===== config.mk =====
export PLATFORM = sky130hd
export DESIGN_NAME = instr_fetch_queue
export DESIGN_NICKNAME = d
export VERILOG_FILES = /design/src/rtl/instr_fetch_queue.sv
export SDC_FILE = /design/constraint.sdc
export NUM_CORES = 1
export LEC_CHECK = 0
export CORE_MARGIN = 2
export CORE_UTILIZATION = 65
export CTS_BUF_LIST = sky130_fd_sc_hd__clkbuf_8 sky130_fd_sc_hd__clkbuf_16
export DETAILED_ROUTE_END_ITERATION = 6
export DONT_BUFFER_PORTS = 1
export HOLD_SLACK_MARGIN = 0.02
export PLACE_DENSITY = 0.81
export SKIP_CTS_REPAIR_TIMING = 1
export SLEW_MARGIN = 15
export SYNTH_ARGS = -nofsm -noshare
export SYNTH_HDL_FRONTEND = slang
export SYNTH_SLANG_ARGS = --single-unit

===== constraint.sdc =====
create_clock -name clock -period 8 [get_ports clock]
set_input_delay 0.8 -clock clock [delete_from_list [all_inputs] [get_ports clock]]
set_output_delay 0.8 -clock clock [all_outputs]
set_load 0.1 [all_outputs]

===== src/rtl/instr_fetch_queue.sv =====
// instr_fetch_queue
// Registered N-way instruction queue between the loader and the decoders.
// Up to WAYS instructions enter per cycle with invalid lanes compacted out,
// and up to WAYS leave per cycle in program order (oldest in lane 0).
// Backpressure is derived from the registered occupancy only, so there is
// no combinational path from the consumer's take count to the loader hold.
module instr_fetch_queue #(
  parameter int XLEN  = 32,
  parameter int WAYS  = 2,
  parameter int DEPTH = 8
) (
  input  logic                              clock,
  input  logic                              reset,
  input  logic                              flush,
  input  logic [WAYS-1:0]                   in_valid,
  input  logic [WAYS-1:0][XLEN-1:0]         in_address,
  input  logic [WAYS-1:0][31:0]             in_instr,
  output logic                              in_ready,
  output logic                              stop,
  output logic [WAYS-1:0]                   out_valid,
  output logic [WAYS-1:0][XLEN-1:0]         out_address,
  output logic [WAYS-1:0][31:0]             out_instr,
  input  logic [$clog2(WAYS+1)-1:0]         out_take,
  output logic [$clog2(DEPTH+1)-1:0]        count
);

  localparam int PTR_W  = $clog2(DEPTH);
  localparam int CNT_W  = $clog2(DEPTH + 1);
  localparam int TAKE_W = $clog2(WAYS + 1);

  // Highest occupancy at which a full WAYS-wide group still fits.
  localparam logic [CNT_W-1:0]  READY_MAX = CNT_W'(DEPTH - WAYS);
  localparam logic [TAKE_W-1:0] WAYS_CNT  = TAKE_W'(WAYS);

  typedef struct packed {
    logic [XLEN-1:0] address;
    logic [31:0]     instr;
  } entry_t;

  entry_t             mem [DEPTH];
  logic [PTR_W-1:0]   head;
  logic [PTR_W-1:0]   tail;
  logic [CNT_W-1:0]   count_q;

  logic                        clear;
  logic                        push_en;
  logic [WAYS-1:0][TAKE_W-1:0] lane_ofs;
  logic [WAYS-1:0][PTR_W-1:0]  wr_slot;
  logic [TAKE_W-1:0]           n_push;
  logic [TAKE_W-1:0]           n_push_eff;
  logic [TAKE_W-1:0]           take_clamp;
  logic [TAKE_W-1:0]           n_pop;

  // Reset and flush clear the pointers identically; both discard any
  // push or pop presented in the same cycle.
  assign clear = reset | flush;

  // Space for a whole group is judged from registered occupancy alone.
  assign in_ready = (count_q <= READY_MAX);
  assign stop     = ~in_ready;
  assign count    = count_q;
  assign push_en  = in_ready & ~clear;

  // Compaction: each valid lane lands at tail plus the number of valid
  // lanes below it, so holes in in_valid never occupy storage.
  always_comb begin
    logic [TAKE_W-1:0] acc;
    // NOTE: combinational blocks use blocking '=' and assign every output
    // up front so no path through the block can infer a latch.
    acc      = '0;
    lane_ofs = '0;
    wr_slot  = '0;
    for (int i = 0; i < WAYS; i++) begin
      lane_ofs[i] = acc;
      wr_slot[i]  = tail + PTR_W'(acc);
      acc         = acc + TAKE_W'(in_valid[i]);
    end
    n_push = acc;
  end

  assign n_push_eff = push_en ? n_push : '0;

  // Pop count is clamped to both the lane count and the occupancy, so an
  // oversized take or a take on an empty queue can never underflow.
  always_comb begin
    take_clamp = (out_take > WAYS_CNT) ? WAYS_CNT : out_take;
    if (CNT_W'(take_clamp) > count_q) n_pop = TAKE_W'(count_q);
    else                              n_pop = take_clamp;
    if (clear) n_pop = '0;
  end

  // Pointer and occupancy update; pointer adds wrap naturally at DEPTH.
  always_ff @(posedge clock) begin
    // NOTE: sequential state uses non-blocking '<=' so every register
    // samples the pre-edge values regardless of statement order.
    if (clear) begin
      head    <= '0;
      tail    <= '0;
      count_q <= '0;
    end else begin
      head    <= head + PTR_W'(n_pop);
      tail    <= tail + PTR_W'(n_push_eff);
      count_q <= count_q + CNT_W'(n_push_eff) - CNT_W'(n_pop);
    end
  end

  // Storage write for each accepted lane at its compacted slot.
  always_ff @(posedge clock) begin
    // NOTE: the storage array is deliberately not reset; occupancy
    // tracking alone decides which entries are meaningful.
    for (int i = 0; i < WAYS; i++) begin
      if (push_en && in_valid[i]) begin
        mem[wr_slot[i]] <= '{address: in_address[i], instr: in_instr[i]};
      end
    end
  end

  // Output lanes present the oldest entries in order, straight from storage.
  always_comb begin
    logic [PTR_W-1:0] rd_ptr;
    rd_ptr      = '0;
    out_valid   = '0;
    out_address = '0;
    out_instr   = '0;
    for (int i = 0; i < WAYS; i++) begin
      rd_ptr         = head + PTR_W'(i);
      out_valid[i]   = (CNT_W'(i) < count_q);
      out_address[i] = mem[rd_ptr].address;
      out_instr[i]   = mem[rd_ptr].instr;
    end
  end

endmodule

==> summary.log <==
[place] placed cell areas 30900 um2
[clock_tree] clock tree from TritonCTS built
[clock_tree] total number of clock tree sinks 522
[logic_synthesis] largest family of logic cells by synthesized area multiplexers
[logic_synthesis] share of synthesized cell area in full adder, half adder and majority cells 0.00838
[drt] number of DRC markers in iteration 0 1332
[logic_synthesis] Syn Std Cell Area 30500 um2
[timing] slew at the pin closest to its max-slew limit 1150 ps
[worst_setup_path] crit path max-delay cell type dfxtp_4
[timing] period utilization 0.627
[global_route] first-pass GRT wire length 107 mm
[power_and_ir_drop] worst ir drop on vdd 0.187 mV
[drt] Via Count 16376
[worst_setup_path] Arr. time, crit path 4220 ps
[logic_synthesis] Synth Area in Compound Gates 0.00382
[worst_setup_path] capturing element type of the critical path output port
[status] result of the run complete, no violations
[drt] Antenna Nets Post-Route 0
[logic_synthesis] synthesized instance count 1644
[floorplanning] width of the die 220 um
[clock_tree] H-tree level count 2
[floorplanning] placement row count 79
[timing] post-route minimum period 5020 ps
[logic_synthesis] share of the synthesized netlist area taken by xor and xnor gates 0.00201
[timing] count of pins over their slew limit 0
[drt] routed length per instance 32.4 um
[worst_hold_path] number of stages on the worst hold path 1
[clock_tree] Clock Latency Late Sink 600 ps
[global_route] maximum number of pins on one net before global-route repair 149
[worst_setup_path] crit-path max FO 110
[clock_tree] Reg clk slew, reported paths 60 ps
[worst_setup_path] path type of the worst setup path flip-flop to output port
[logic_synthesis] share of synthesized area spent on multiplexers 0.439
[floorplanning] Starting Density 0.657
[worst_hold_path] class of the worst hold path input port to flip-flop
[cells_and_area] Filler Cell Count 2816
[worst_setup_path] category of the worst setup path launch point flip-flop
[floorplanning] vertical extent of the die 220 um
[logic_synthesis] synthesized flop and latch total 522
[global_route] initial antenna violation count 0
[worst_setup_path] cells on worst reg2reg path 7
[worst_setup_path] Worst path top cell family by delay multiplexers
[global_route] Top Usage Layer GRT met2
[floorplanning] number of primary I/O pins 271
[cells_and_area] sequential standard cell area 15600 um2
[timing] headroom to the max-slew limit 0.233
[worst_setup_path] Critical Path Stages 4
[global_route] met2 global-route usage 0.504
[flow_run] MaxCap Viol Count 0
[worst_setup_path] cell-by-cell listing of the critical path ha_4, buf_12, mux4_2, mux2_2
[place] sum of net half-perimeters after detailed placement 41.2 mm
[worst_setup_path] required time of the critical path 7200 ps
[timing] Final TNS setup 0 ps
[worst_setup_path] Buf+Inv Stages, Crit Path 1
[cells_and_area] area of the multi-input gates 14200 um2
[place] global placement routability congestion 0.814
[floorplanning] Placeable Area 46400 um2
[cells_and_area] post-route cell area 32600 um2
[clock_tree] CTS Buf Count 55
[drt] per-cell via count in the routed design 7.25
[clock_tree] maximum number of buffers from clock root to sink 3
[logic_synthesis] Yosys warning count 0
[cells_and_area] layout cell share with drive strength beyond 1 0.501
[place] IO Port Bufs 0
[timing] setup repair after global routing missed its margin false
[cells_and_area] Post-layout nets 1761
[drt] drt total wl 73.2 mm
[timing] count of final setup violators 0
[global_route] met1 demand-to-capacity share in global routing 0.407
[global_route] GRT Total Usage 0.303
[power_and_ir_drop] power per cell area 194 nW/um2
[logic_synthesis] distinct cell type count after synthesis 39
[logic_synthesis] Seq/Total Area, Yosys 0.511
[timing] final hold vios 0
[timing] Fmax achieved 0.199 GHz
[power_and_ir_drop] Pleak 0.0105 uW
[clock_tree] cell at the root of the clock tree clkbuf_16
[timing] worst setup skew after layout 11.8 ps
[drt] number of detailed-route iterations in the first pass 5
[drt] DRC viols 0
[logic_synthesis] post-synthesis area per instance 18.5 um2
[logic_synthesis] Post-Synth Simple-Gate Area 0.00785
[logic_synthesis] Mapped Nets 1797
[global_route] met3 GRT Util 0.0689
[global_route] number of global-route vias before repair 17057
[cells_and_area] Layout area overhead 7.00%
[floorplanning] die area 48600 um2
[cells_and_area] antenna diode count 0
[worst_setup_path] worst stage delay on the critical path 1040 ps
[global_route] total congestion overflow after global routing 0
worst reg2reg max path, cell delays in order, from the launching register on:
cell      delay (ps)
dfxtp_1         1090
inv_1            180
ha_1             310
a311oi_4         580
nand3_4          650
buf_4            610
o21ai_4          160
buf_4            580
power by group:
part,internal (uW),switching (uW)
clock network,1370,1050
logic,267,552
registers,3050,35.2
final timing paths:
| path | start | end | slack, ps |
|---|---|---|---|
| min | in_address[14] | mem[7][46] | 400 |
| max | head[1] | out_address[42] | 2980 |
| max reg2reg | count[3] | mem[4][56] | 3450 |
| min reg2reg | head[2] | head[2] | 710 |
flip-flops by register name (all words and copies together) (netlist names):
name / cells
mem: 512
count: 4
head: 3
tail: 3
metal layers:
layer | vias up | routed length (um)
li1 | 6834 | -
met1 | 8677 | 28100
met2 | 727 | 36400
met3 | 138 | 6650
met4 | 0 | 2040
met5 | - | 0
per-stage QoR:
| stage | cells | utilization | total power, uW | worst slack (ps) | hold slack [ps] |
|---|---|---|---|---|---|
| 3_3_place_gp | 2158 | 0.666 | 3940 | 3480 | 698 |
| 6_report | 2260 | 0.703 | 6330 | 2980 | 397 |
| 3_5_place_dp | 2158 | 0.666 | 3960 | 3450 | 709 |
| 2_1_floorplan | 1644 | - | 3860 | 702 | 575 |
| 4_1_cts | 2260 | 0.703 | 6360 | 2900 | 362 |
| 5_1_grt | 2260 | 0.703 | 6490 | 2760 | 372 |
logic make-up (layout without fill, tap and decap cells):
group | count (synthesis) | in the layout
xor gates and xnor gates | 7 | 7
AOI/OAI and AO/OA | 13 | 13
and+or+nand+nor | 45 | 45
muxes | 898 | 898
buffers and inverters | 141 | 150
DFF | 522 | 522
adders and majority gates | 18 | 18
synthesized netlist by cell type:
cell type	number	area, um2
o211ai_1	1	7.51
and2_1	5	31.3
and3_1	1	6.26
o21bai_1	1	7.51
nor2_1	11	41.3
nand2b_1	3	18.8
a21o_1	2	15.0
nand3_1	5	25.0
buf_6	31	349
buf_2	35	175
nor2b_1	2	12.5
xor2_1	3	26.3
nor3_2	4	40.0
edfxtp_1	512	15400
a31o_2	1	8.76
ha_1	14	175
mux2_1	197	2220
o21ai_0	1	5.00
buf_1	12	45.0
mux2_4	98	1470
or2_1	1	6.26
buf_4	10	75.1
o31ai_1	2	15.0
a21oi_1	1	5.00
xnor2_1	4	35.0
or4_1	1	7.51
a311oi_4	1	26.3
a31oi_1	1	6.26
mux4_2	256	5770
mux2_2	346	3900
nand4_1	2	12.5
mux2i_1	1	10.0
clkbuf_1	40	150
a41o_1	1	10.0
fa_1	4	80.1
inv_1	13	48.8
a311o_1	1	10.0
dfxtp_1	10	200
nand2_1	10	37.5
final cells by class:
type                            instances  share of cell area
Tap cell                              607              0.0233
Sequential cell                       522               0.478
Inverter                               13             0.00150
Clock inverter                         45             0.00822
Multi-Input combinational cell        981               0.436
Timing Repair Buffer                   35             0.00883
Clock buffer                           57              0.0438
cells in the final DEF, fill, tap and decap left out, types with 2 or more instances in the layout:
master      Yosys  routed
and2_1          5       5
buf_12          0       2
buf_4          10      33
bufinv_16       0       3
clkbuf_16       0      57
clkinv_1        0      20
clkinv_2        0      10
clkinvlp_4      0       2
dfxtp_1        10       7
dfxtp_4         0       3
edfxtp_1      512     512
fa_1            4       4
ha_1           14      13
inv_1          13      23
mux2_1        197     197
mux2_2        346     346
mux2_4         98      98
mux4_2        256     256
nand2_1        10       9
nand2b_1        3       3
nand3_1         5       3
nand3_4         0       2
nand4_1         2       2
nor2_1         11      11
nor2b_1         2       2
nor3_4          0       4
o31ai_4         0       2
xnor2_1         4       4
xor2_1          3       2
No activity file was read; power rests on OpenSTA's default activity.
